## config.mk

```make
export PLATFORM = sky130hd
export DESIGN_NAME = lb_frame_bit_counter_flat
export DESIGN_NICKNAME = d
export VERILOG_FILES = /design/src/rtl/lb_frame_bit_counter_pkg.sv /design/src/rtl/lb_frame_bit_counter_if.sv /design/src/rtl/lb_frame_len_calc.sv /design/src/rtl/lb_frame_bit_counter.sv /design/src/flat_wrapper.sv
export SDC_FILE = /design/constraint.sdc
export NUM_CORES = 1
export LEC_CHECK = 0
export CORE_AREA = 3 3 50 52
export DETAILED_ROUTE_END_ITERATION = 16
export DIE_AREA = 0 0 53 55
export PLACE_DENSITY = 0.84
export RECOVER_POWER = 50
export SLEW_MARGIN = 20
export SYNTH_ARGS = -nofsm -noshare
export SYNTH_HDL_FRONTEND = slang
export SYNTH_HIERARCHICAL = 1
export SYNTH_SLANG_ARGS = --single-unit
```

## constraint.sdc

```tcl
create_clock -name clk -period 4.5 [get_ports clk]
set_input_delay 0.9 -clock clk [delete_from_list [all_inputs] [get_ports clk]]
set_output_delay 0.9 -clock clk [all_outputs]
set_load 0.02 [all_outputs]
```

## src/rtl/lb_frame_bit_counter_pkg.sv

```systemverilog
// Shared definitions for the UART frame bit counter and its helpers.
//   - Phase encodings reported on the phase output.
//   - Default legal data-width window and counter width.
//   - Counter FSM state encoding.
package lb_frame_bit_counter_pkg;

    localparam int DEF_MIN_DATA_BITS = 5;
    localparam int DEF_MAX_DATA_BITS = 9;
    localparam int DEF_CNT_W         = 4;

    typedef enum logic [1:0] {
        PH_START  = 2'd0,
        PH_DATA   = 2'd1,
        PH_PARITY = 2'd2,
        PH_STOP   = 2'd3
    } phase_e;

    typedef enum logic {
        ST_IDLE = 1'b0,
        ST_RUN  = 1'b1
    } state_e;

endpackage

```

## src/rtl/lb_frame_bit_counter_if.sv

```systemverilog
// Control/status bundle between the baud-tick side / shift-register FSM
// (master) and the frame bit counter (slave).
//   master drives : cs, load, inc, data_bits, parity_en, stop2
//   slave drives  : busy, bit_idx, phase, done, cfg_err
interface lb_frame_bit_counter_if
    import lb_frame_bit_counter_pkg::*;
#(
    parameter int CNT_W = DEF_CNT_W
);
    logic             cs;
    logic             load;
    logic             inc;
    logic [3:0]       data_bits;
    logic             parity_en;
    logic             stop2;
    logic             busy;
    logic [CNT_W-1:0] bit_idx;
    logic [1:0]       phase;
    logic             done;
    logic             cfg_err;

    modport master (
        output cs, load, inc, data_bits, parity_en, stop2,
        input  busy, bit_idx, phase, done, cfg_err
    );

    modport slave (
        input  cs, load, inc, data_bits, parity_en, stop2,
        output busy, bit_idx, phase, done, cfg_err
    );

endinterface

```

## src/rtl/lb_frame_len_calc.sv

```systemverilog
// Combinational frame-length calculator, shared by the TX and RX sides.
//   data_bits : requested data width
//   parity_en : parity bit present
//   stop2     : two stop bits when high
//   total     : start + data + parity + stop bits
//   legal     : data_bits lies within [MIN_DATA_BITS, MAX_DATA_BITS]
module lb_frame_len_calc
    import lb_frame_bit_counter_pkg::*;
#(
    parameter int MIN_DATA_BITS = DEF_MIN_DATA_BITS,
    parameter int MAX_DATA_BITS = DEF_MAX_DATA_BITS,
    parameter int CNT_W         = DEF_CNT_W
) (
    input  logic [3:0]       data_bits,
    input  logic             parity_en,
    input  logic             stop2,
    output logic [CNT_W-1:0] total,
    output logic             legal
);

    localparam logic [3:0] MIN_L = 4'(MIN_DATA_BITS);
    localparam logic [3:0] MAX_L = 4'(MAX_DATA_BITS);

    // Every term is widened to CNT_W first so the sum never wraps for a
    // legal configuration; illegal widths produce a don't-care total.
    always_comb begin
        total = CNT_W'(1)
              + CNT_W'(data_bits)
              + CNT_W'(parity_en)
              + (stop2 ? CNT_W'(2) : CNT_W'(1));
        legal = (data_bits >= MIN_L) && (data_bits <= MAX_L);
    end

endmodule

```

## src/rtl/lb_frame_bit_counter.sv

```systemverilog
// Parametrised UART frame bit counter.
//   clk   : rising-edge clock
//   reset : asynchronous, active-low reset
//   bus   : slave side of lb_frame_bit_counter_if
//           (cs/load/inc strobes and frame config in; busy, bit_idx,
//            phase, done and cfg_err out)
// A legal load latches the frame configuration and starts counting bit
// periods on inc; done pulses for one cycle after the last bit.
module lb_frame_bit_counter
    import lb_frame_bit_counter_pkg::*;
#(
    parameter int MIN_DATA_BITS = DEF_MIN_DATA_BITS,
    parameter int MAX_DATA_BITS = DEF_MAX_DATA_BITS,
    parameter int CNT_W         = DEF_CNT_W
) (
    input  logic                  clk,
    input  logic                  reset,
    lb_frame_bit_counter_if.slave bus
);

    state_e           state;
    state_e           state_next;
    logic [CNT_W-1:0] bit_idx;
    logic [CNT_W-1:0] cfg_total;
    logic [3:0]       cfg_data_bits;
    logic             cfg_parity;
    logic             done_q;
    logic             cfg_err_q;
    logic [CNT_W-1:0] calc_total;
    logic             calc_legal;
    logic             load_go;
    logic             inc_go;
    logic             last_bit;
    phase_e           phase;

    lb_frame_len_calc #(
        .MIN_DATA_BITS (MIN_DATA_BITS),
        .MAX_DATA_BITS (MAX_DATA_BITS),
        .CNT_W         (CNT_W)
    ) u_len_calc (
        .data_bits (bus.data_bits),
        .parity_en (bus.parity_en),
        .stop2     (bus.stop2),
        .total     (calc_total),
        .legal     (calc_legal)
    );

    // Load wins over a simultaneous inc, so inc only qualifies without load.
    assign load_go  = bus.cs & bus.load;
    assign inc_go   = bus.cs & bus.inc & ~bus.load;
    assign last_bit = (bit_idx == (cfg_total - CNT_W'(1)));

    always_ff @(posedge clk or negedge reset) begin
        if (!reset) begin
            state <= ST_IDLE;
        end else begin
            state <= state_next;
        end
    end

    // An illegal load parks the counter in IDLE even if a frame was running.
    always_comb begin
        state_next = state;
        if (load_go) begin
            state_next = calc_legal ? ST_RUN : ST_IDLE;
        end else if ((state == ST_RUN) && inc_go && last_bit) begin
            state_next = ST_IDLE;
        end
    end

    // Counter, latched configuration and the registered done/cfg_err flags.
    // A rejected load leaves the previous configuration untouched.
    always_ff @(posedge clk or negedge reset) begin
        if (!reset) begin
            bit_idx       <= '0;
            cfg_total     <= '0;
            cfg_data_bits <= '0;
            cfg_parity    <= 1'b0;
            done_q        <= 1'b0;
            cfg_err_q     <= 1'b0;
        end else begin
            done_q <= 1'b0;
            if (load_go) begin
                bit_idx <= '0;
                if (calc_legal) begin
                    cfg_total     <= calc_total;
                    cfg_data_bits <= bus.data_bits;
                    cfg_parity    <= bus.parity_en;
                    cfg_err_q     <= 1'b0;
                end else begin
                    cfg_err_q <= 1'b1;
                end
            end else if ((state == ST_RUN) && inc_go) begin
                if (last_bit) begin
                    bit_idx <= '0;
                    done_q  <= 1'b1;
                end else begin
                    bit_idx <= bit_idx + CNT_W'(1);
                end
            end
        end
    end

    // Phase is decoded from the registered index against the latched config:
    // index 0 is the start bit, then the data bits, an optional parity bit,
    // and everything beyond is stop bits.
    always_comb begin
        phase = PH_START;
        if (state == ST_RUN) begin
            if (bit_idx == '0) begin
                phase = PH_START;
            end else if (bit_idx <= CNT_W'(cfg_data_bits)) begin
                phase = PH_DATA;
            end else if (cfg_parity &&
                         (bit_idx == (CNT_W'(cfg_data_bits) + CNT_W'(1)))) begin
                phase = PH_PARITY;
            end else begin
                phase = PH_STOP;
            end
        end
    end

    assign bus.busy    = (state == ST_RUN);
    assign bus.bit_idx = bit_idx;
    assign bus.phase   = phase;
    assign bus.done    = done_q;
    assign bus.cfg_err = cfg_err_q;

endmodule

```

## src/flat_wrapper.sv

```systemverilog
// flat-port wrapper written by rule: the top's interface ports become plain ports
module lb_frame_bit_counter_flat import lb_frame_bit_counter_pkg::*;
#(
    parameter int MIN_DATA_BITS = DEF_MIN_DATA_BITS,
    parameter int MAX_DATA_BITS = DEF_MAX_DATA_BITS,
    parameter int CNT_W         = DEF_CNT_W
)
  (clk, reset, bus_cs, bus_load, bus_inc, bus_data_bits, bus_parity_en, bus_stop2, bus_busy, bus_bit_idx, bus_phase, bus_done, bus_cfg_err);
  lb_frame_bit_counter_if #(.CNT_W(CNT_W)) bus_i ();
  input  logic clk;
  input  logic reset;
  input wire logic [$bits(bus_i.cs)-1:0] bus_cs;
  input wire logic [$bits(bus_i.load)-1:0] bus_load;
  input wire logic [$bits(bus_i.inc)-1:0] bus_inc;
  input wire logic [$bits(bus_i.data_bits)-1:0] bus_data_bits;
  input wire logic [$bits(bus_i.parity_en)-1:0] bus_parity_en;
  input wire logic [$bits(bus_i.stop2)-1:0] bus_stop2;
  output wire logic [$bits(bus_i.busy)-1:0] bus_busy;
  output wire logic [$bits(bus_i.bit_idx)-1:0] bus_bit_idx;
  output wire logic [$bits(bus_i.phase)-1:0] bus_phase;
  output wire logic [$bits(bus_i.done)-1:0] bus_done;
  output wire logic [$bits(bus_i.cfg_err)-1:0] bus_cfg_err;
  assign bus_i.cs = bus_cs;
  assign bus_i.load = bus_load;
  assign bus_i.inc = bus_inc;
  assign bus_i.data_bits = bus_data_bits;
  assign bus_i.parity_en = bus_parity_en;
  assign bus_i.stop2 = bus_stop2;
  assign bus_busy = bus_i.busy;
  assign bus_bit_idx = bus_i.bit_idx;
  assign bus_phase = bus_i.phase;
  assign bus_done = bus_i.done;
  assign bus_cfg_err = bus_i.cfg_err;
  lb_frame_bit_counter #(.MIN_DATA_BITS(MIN_DATA_BITS), .MAX_DATA_BITS(MAX_DATA_BITS), .CNT_W(CNT_W)) u_core (.clk(clk), .reset(reset), .bus(bus_i));
endmodule
```

==> flow_summary.html <==
<table>
<tr><th>Metric</th><th>Value</th></tr>
<tr><th colspan="2">Power and ir drop</th></tr>
<tr><td>Sequential Power Share</td><td>0.412</td></tr>
<tr><td>Internal Power</td><td>about 320 uW</td></tr>
<tr><td>Final total power</td><td>488 uW</td></tr>
<tr><td>Switching pwr</td><td>163 uW</td></tr>
<tr><td>Power density normalized to cell area</td><td>354 nW/um^2</td></tr>
<tr><td>Combinational share of power</td><td>0.387</td></tr>
<tr><td>Switching fraction of total power</td><td>0.334</td></tr>
<tr><td>Worst supply voltage drop on vdd</td><td>about 0.00022 V</td></tr>
<tr><td>Clock share of power</td><td>0.201</td></tr>
<tr><td>Leakage power of the design</td><td>0.000629 uW</td></tr>
<tr><th colspan="2">Setup path</th></tr>
<tr><td>Required time at the worst-slack endpoint</td><td>about 3.6 ns</td></tr>
<tr><td>Arrival time worst endpoint</td><td>2.32 ns</td></tr>
<tr><td>Capture point of the worst reg-to-reg path</td><td>u_core/bus.bit_idx[1]</td></tr>
<tr><td>Slack of the worst reg-to-reg path</td><td>2.83 ns</td></tr>
<tr><td>Classification of the worst setup path</td><td>reg2out</td></tr>
<tr><td>Startpoint kind of the worst setup timing path</td><td>flip-flop</td></tr>
<tr><td>Critical path capture point</td><td>bus_phase[0]</td></tr>
<tr><td>Worst r2r path cells</td><td>6</td></tr>
<tr><td>Source of the worst register-to-register timing path</td><td>u_core/cfg_total[0]</td></tr>
<tr><td>Crit. End Element</td><td>output port</td></tr>
<tr><td>Source of the critical timing path</td><td>u_core/bus.bit_idx[1]</td></tr>
<tr><td>Critical Path Fanout Max</td><td>8</td></tr>
<tr><th colspan="2">Timing</th></tr>
<tr><td>RSZ-0062 raised after global routing</td><td>no</td></tr>
<tr><td>Tightest Pin Transition</td><td>0.729 ns</td></tr>
<tr><td>Slew Viols, Final</td><td>0</td></tr>
<tr><td>Number of failing setup endpoints in the final timing report</td><td>0</td></tr>
<tr><td>Fin Setup TNS</td><td>0 ns</td></tr>
<tr><td>Hold violation total from the final report</td><td>0</td></tr>
<tr><td>Part of the cycle the worst path needs</td><td>0.715</td></tr>
<tr><td>Relative slew slack</td><td>0.512</td></tr>
<tr><td>Final setup skew</td><td>0.000749 ns</td></tr>
<tr><td>Final critical-path required period</td><td>roughly 3.2 ns</td></tr>
<tr><td>Maximum clock frequency</td><td>311 MHz</td></tr>
<tr><th colspan="2">Yosys</th></tr>
<tr><td>Cell area after technology mapping</td><td>1130 sq um</td></tr>
<tr><td>Avg Inst Size Synth</td><td>10.6 sq um</td></tr>
<tr><td>Cell count after synthesis</td><td>106</td></tr>
<tr><td>Synthesized net count</td><td>131</td></tr>
<tr><td>Sequential-to-total area share from yosys stat</td><td>0.355</td></tr>
<tr><td>Number of distinct standard cells referenced by the synthesized netlist</td><td>32</td></tr>
<tr><td>Area fraction of the dominant cell type after synthesis</td><td>0.355</td></tr>
<tr><td>Ranking of synthesized cells by area</td><td>dfrtp_1 (36%), ha_1 (14%), mux2_2 (9.0%)</td></tr>
<tr><td>Fraction of registers with async set or reset after synthesis</td><td>1.00</td></tr>
<tr><td>Synth area leader</td><td>dfrtp_1</td></tr>
<tr><td>Yosys warning count</td><td>6</td></tr>
<tr><td>Top FF cell, synth</td><td>dfrtp_1</td></tr>
<tr><td>Register bit count reported by yosys</td><td>16</td></tr>
<tr><td>EDFF count, synth</td><td>0</td></tr>
<tr><th colspan="2">Route</th></tr>
<tr><td>Drt initial violations</td><td>9</td></tr>
<tr><td>ANT nets after route</td><td>0</td></tr>
<tr><td>DR vias/cell</td><td>between 5 and 6</td></tr>
<tr><td>Highest metal layer used by the detailed router</td><td>met4</td></tr>
<tr><td>Post-detailed-route DRC marker count</td><td>0</td></tr>
<tr><td>Vias after detailed routing</td><td>828</td></tr>
<tr><td>Routed wire length on met3</td><td>between 100 and 150 um</td></tr>
<tr><td>Met1 wire length</td><td>913 um</td></tr>
<tr><td>Detailed route wirelength on metal2</td><td>~1200 um</td></tr>
<tr><td>Average routed wire per standard cell</td><td>roughly 14 um</td></tr>
<tr><td>Pre-Repair DR Iteration Count</td><td>4</td></tr>
<tr><td>Wire length after detailed routing</td><td>2220 um</td></tr>
<tr><th colspan="2">Floorplan</th></tr>
<tr><td>Std cell rows</td><td>17</td></tr>
<tr><td>Floorplan die height</td><td>55 um</td></tr>
<tr><td>Horizontal die dimension</td><td>approximately 53 um</td></tr>
<tr><td>CORE AREA</td><td>2150 sq um</td></tr>
<tr><td>Floorplan die area</td><td>2920 sq um</td></tr>
<tr><td>Initial Utilization</td><td>0.525</td></tr>
<tr><td>Count of boundary I/O pins</td><td>20</td></tr>
<tr><th colspan="2">Finish</th></tr>
<tr><td>Ant diodes</td><td>0</td></tr>
<tr><td>Most used cells in the layout excluding fill and tap cells</td><td>clkdlybuf4s50_1 (16), dfrtp_1 (16), inv_1 (13), ha_1 (13)</td></tr>
<tr><td>Post-route design area</td><td>1380 sq um</td></tr>
<tr><td>Final net count</td><td>154</td></tr>
<tr><td>Fill cell count</td><td>around 190</td></tr>
<tr><td>Non-filler cells, final</td><td>156</td></tr>
<tr><td>Post-synthesis to final-layout area growth</td><td>22.2%</td></tr>
<tr><td>Layout cells sized above 1</td><td>0.133</td></tr>
<tr><th colspan="2">Placement</th></tr>
<tr><td>Weighted congestion at the end of routability-driven global placement</td><td>0.829</td></tr>
<tr><td>Placed wire-length estimate after detailed placement</td><td>between 1500 and 2000 um</td></tr>
<tr><td>Instance area after placement</td><td>1340 sq um</td></tr>
<tr><td>Buffers on Ports</td><td>19</td></tr>
<tr><td>Placed cells</td><td>152</td></tr>
<tr><th colspan="2">CTS</th></tr>
<tr><td>Hold bufs inserted after CTS</td><td>0</td></tr>
<tr><td>Setup repair bufs after CTS</td><td>0</td></tr>
<tr><td>Clock latency on the worst-skew pair</td><td>~0.29 ns</td></tr>
<tr><td>Sink Count</td><td>16</td></tr>
<tr><td>Resized Gates After CTS</td><td>0</td></tr>
<tr><td>Clock tree from TritonCTS</td><td>yes</td></tr>
<tr><td>Cts bufs inserted</td><td>3</td></tr>
<tr><td>Library cell used as clock root buffer</td><td>clkbuf_4</td></tr>
<tr><td>Clock Path Buffers</td><td>2</td></tr>
<tr><td>Clock transition at the register clock pins on the worst setup and hold paths after CTS</td><td>0.10 ns</td></tr>
<tr><td>Max H-tree Level</td><td>1</td></tr>
<tr><th colspan="2">Hold path</th></tr>
<tr><td>Hold path depth</td><td>2</td></tr>
<tr><td>Worst hold path type</td><td>reg2reg</td></tr>
<tr><th colspan="2">Global routing</th></tr>
<tr><td>GRT Resource Usage Total</td><td>0.169</td></tr>
<tr><td>Maximum number of pins on one net before global-route repair</td><td>17</td></tr>
<tr><td>Initial antenna violation count</td><td>0</td></tr>
<tr><td>Global-route wire length before repair</td><td>3450 um</td></tr>
<tr><td>Number of global-route vias before repair</td><td>784</td></tr>
<tr><td>GRT overflow</td><td>0</td></tr>
<tr><th colspan="2">Job</th></tr>
<tr><td>Count of max-cap constraint violations</td><td>0</td></tr>
<tr><th colspan="2">Run status</th></tr>
<tr><td>Result of the run</td><td>completed</td></tr>
</table>
metrics by stage:
| step | util | hold slack (ns) | setup slack [ns] |
|---|---|---|---|
| floorplan | - | 0.471 | 2.00 |
| global placement | 0.624 | 0.467 | 1.65 |
| detailed placement | 0.624 | 0.494 | 1.59 |
| CTS | 0.641 | 0.517 | 1.28 |
| global route | 0.641 | 0.548 | 1.16 |
| finish | 0.641 | 0.504 | 1.28 |
final cells by class:
cell class	count	area [sq um]	share of cell area
clock buffer	4	36.3	0.0263
inverter	13	48.8	0.0354
timing repair buffer	19	190	0.138
multi-input combinational	76	667	0.484
sequential	16	400	0.291
tap	28	35.0	0.0254
cell usage after synthesis, types with 2 or more instances:
library cell,instances
a21o_1,2
nor2_1,2
dfrtp_1,16
nand3_1,2
xor2_1,3
inv_1,13
xnor2_1,9
mux2_2,9
ha_1,13
a21oi_1,5
nor2b_1,2
nand2b_1,2
o21ai_0,3
nand2_1,7
cells by family after synthesis:
group	after synthesis	share of synthesized area
adder cells (fa/ha/maj)	14	0.162
XOR/XNOR	13	0.114
AND/OR/NAND/NOR	23	0.122
flip-flops	16	0.355
AO/OA/AOI/OAI	17	0.103
multiplexers	9	0.0899
buffers and inverters	14	0.0533
layer usage:
layer  vias up  track usage
li1        412            -
met4         0       0.0511
met3         2       0.0322
met1       392        0.186
met5         -            0
met2        22        0.329
power by group through the flow:
stage	sequential [uW]	clock [uW]	combinational, uW
global route	206	106	209
floorplan	201	0	136
global placement	201	0	179
CTS	201	101	192
detailed placement	203	0	188
finish	201	98.1	189
critical path, stage by stage, from the launching register on:
cell,delay [ns]
dfrtp_1,0.50
ha_1,0.35
nor2b_1,0.13
o211ai_1,0.17
a21oi_1,0.11
a31oi_1,0.14
clkdlybuf4s50_1,0.63
sequential cells by signal, summed over array words and instances, names as in the netlist:
| register | count |
|---|---|
| u_core/bus.cfg_err | 1 |
| u_core/bus.done | 1 |
| u_core/bus.bit_idx | 4 |
| u_core/bus.busy | 1 |
| u_core/cfg_total | 4 |
| u_core/cfg_parity | 1 |
| u_core/cfg_data_bits | 4 |
how the worst min path moves through the flow:
stage / slack (ns) / endpoint / startpoint
after detailed placement: 0.49 / u_core/bus.cfg_err / u_core/bus.cfg_err
after global routing: 0.55 / u_core/cfg_parity / u_core/cfg_parity
final: 0.50 / u_core/bus.cfg_err / u_core/bus.cfg_err
after global placement: 0.47 / u_core/bus.cfg_err / u_core/bus.cfg_err
after CTS: 0.52 / u_core/bus.cfg_err / u_core/bus.cfg_err
after floorplan: 0.47 / u_core/cfg_parity / u_core/cfg_parity
Note: power is estimated with default switching activity, not from simulation.
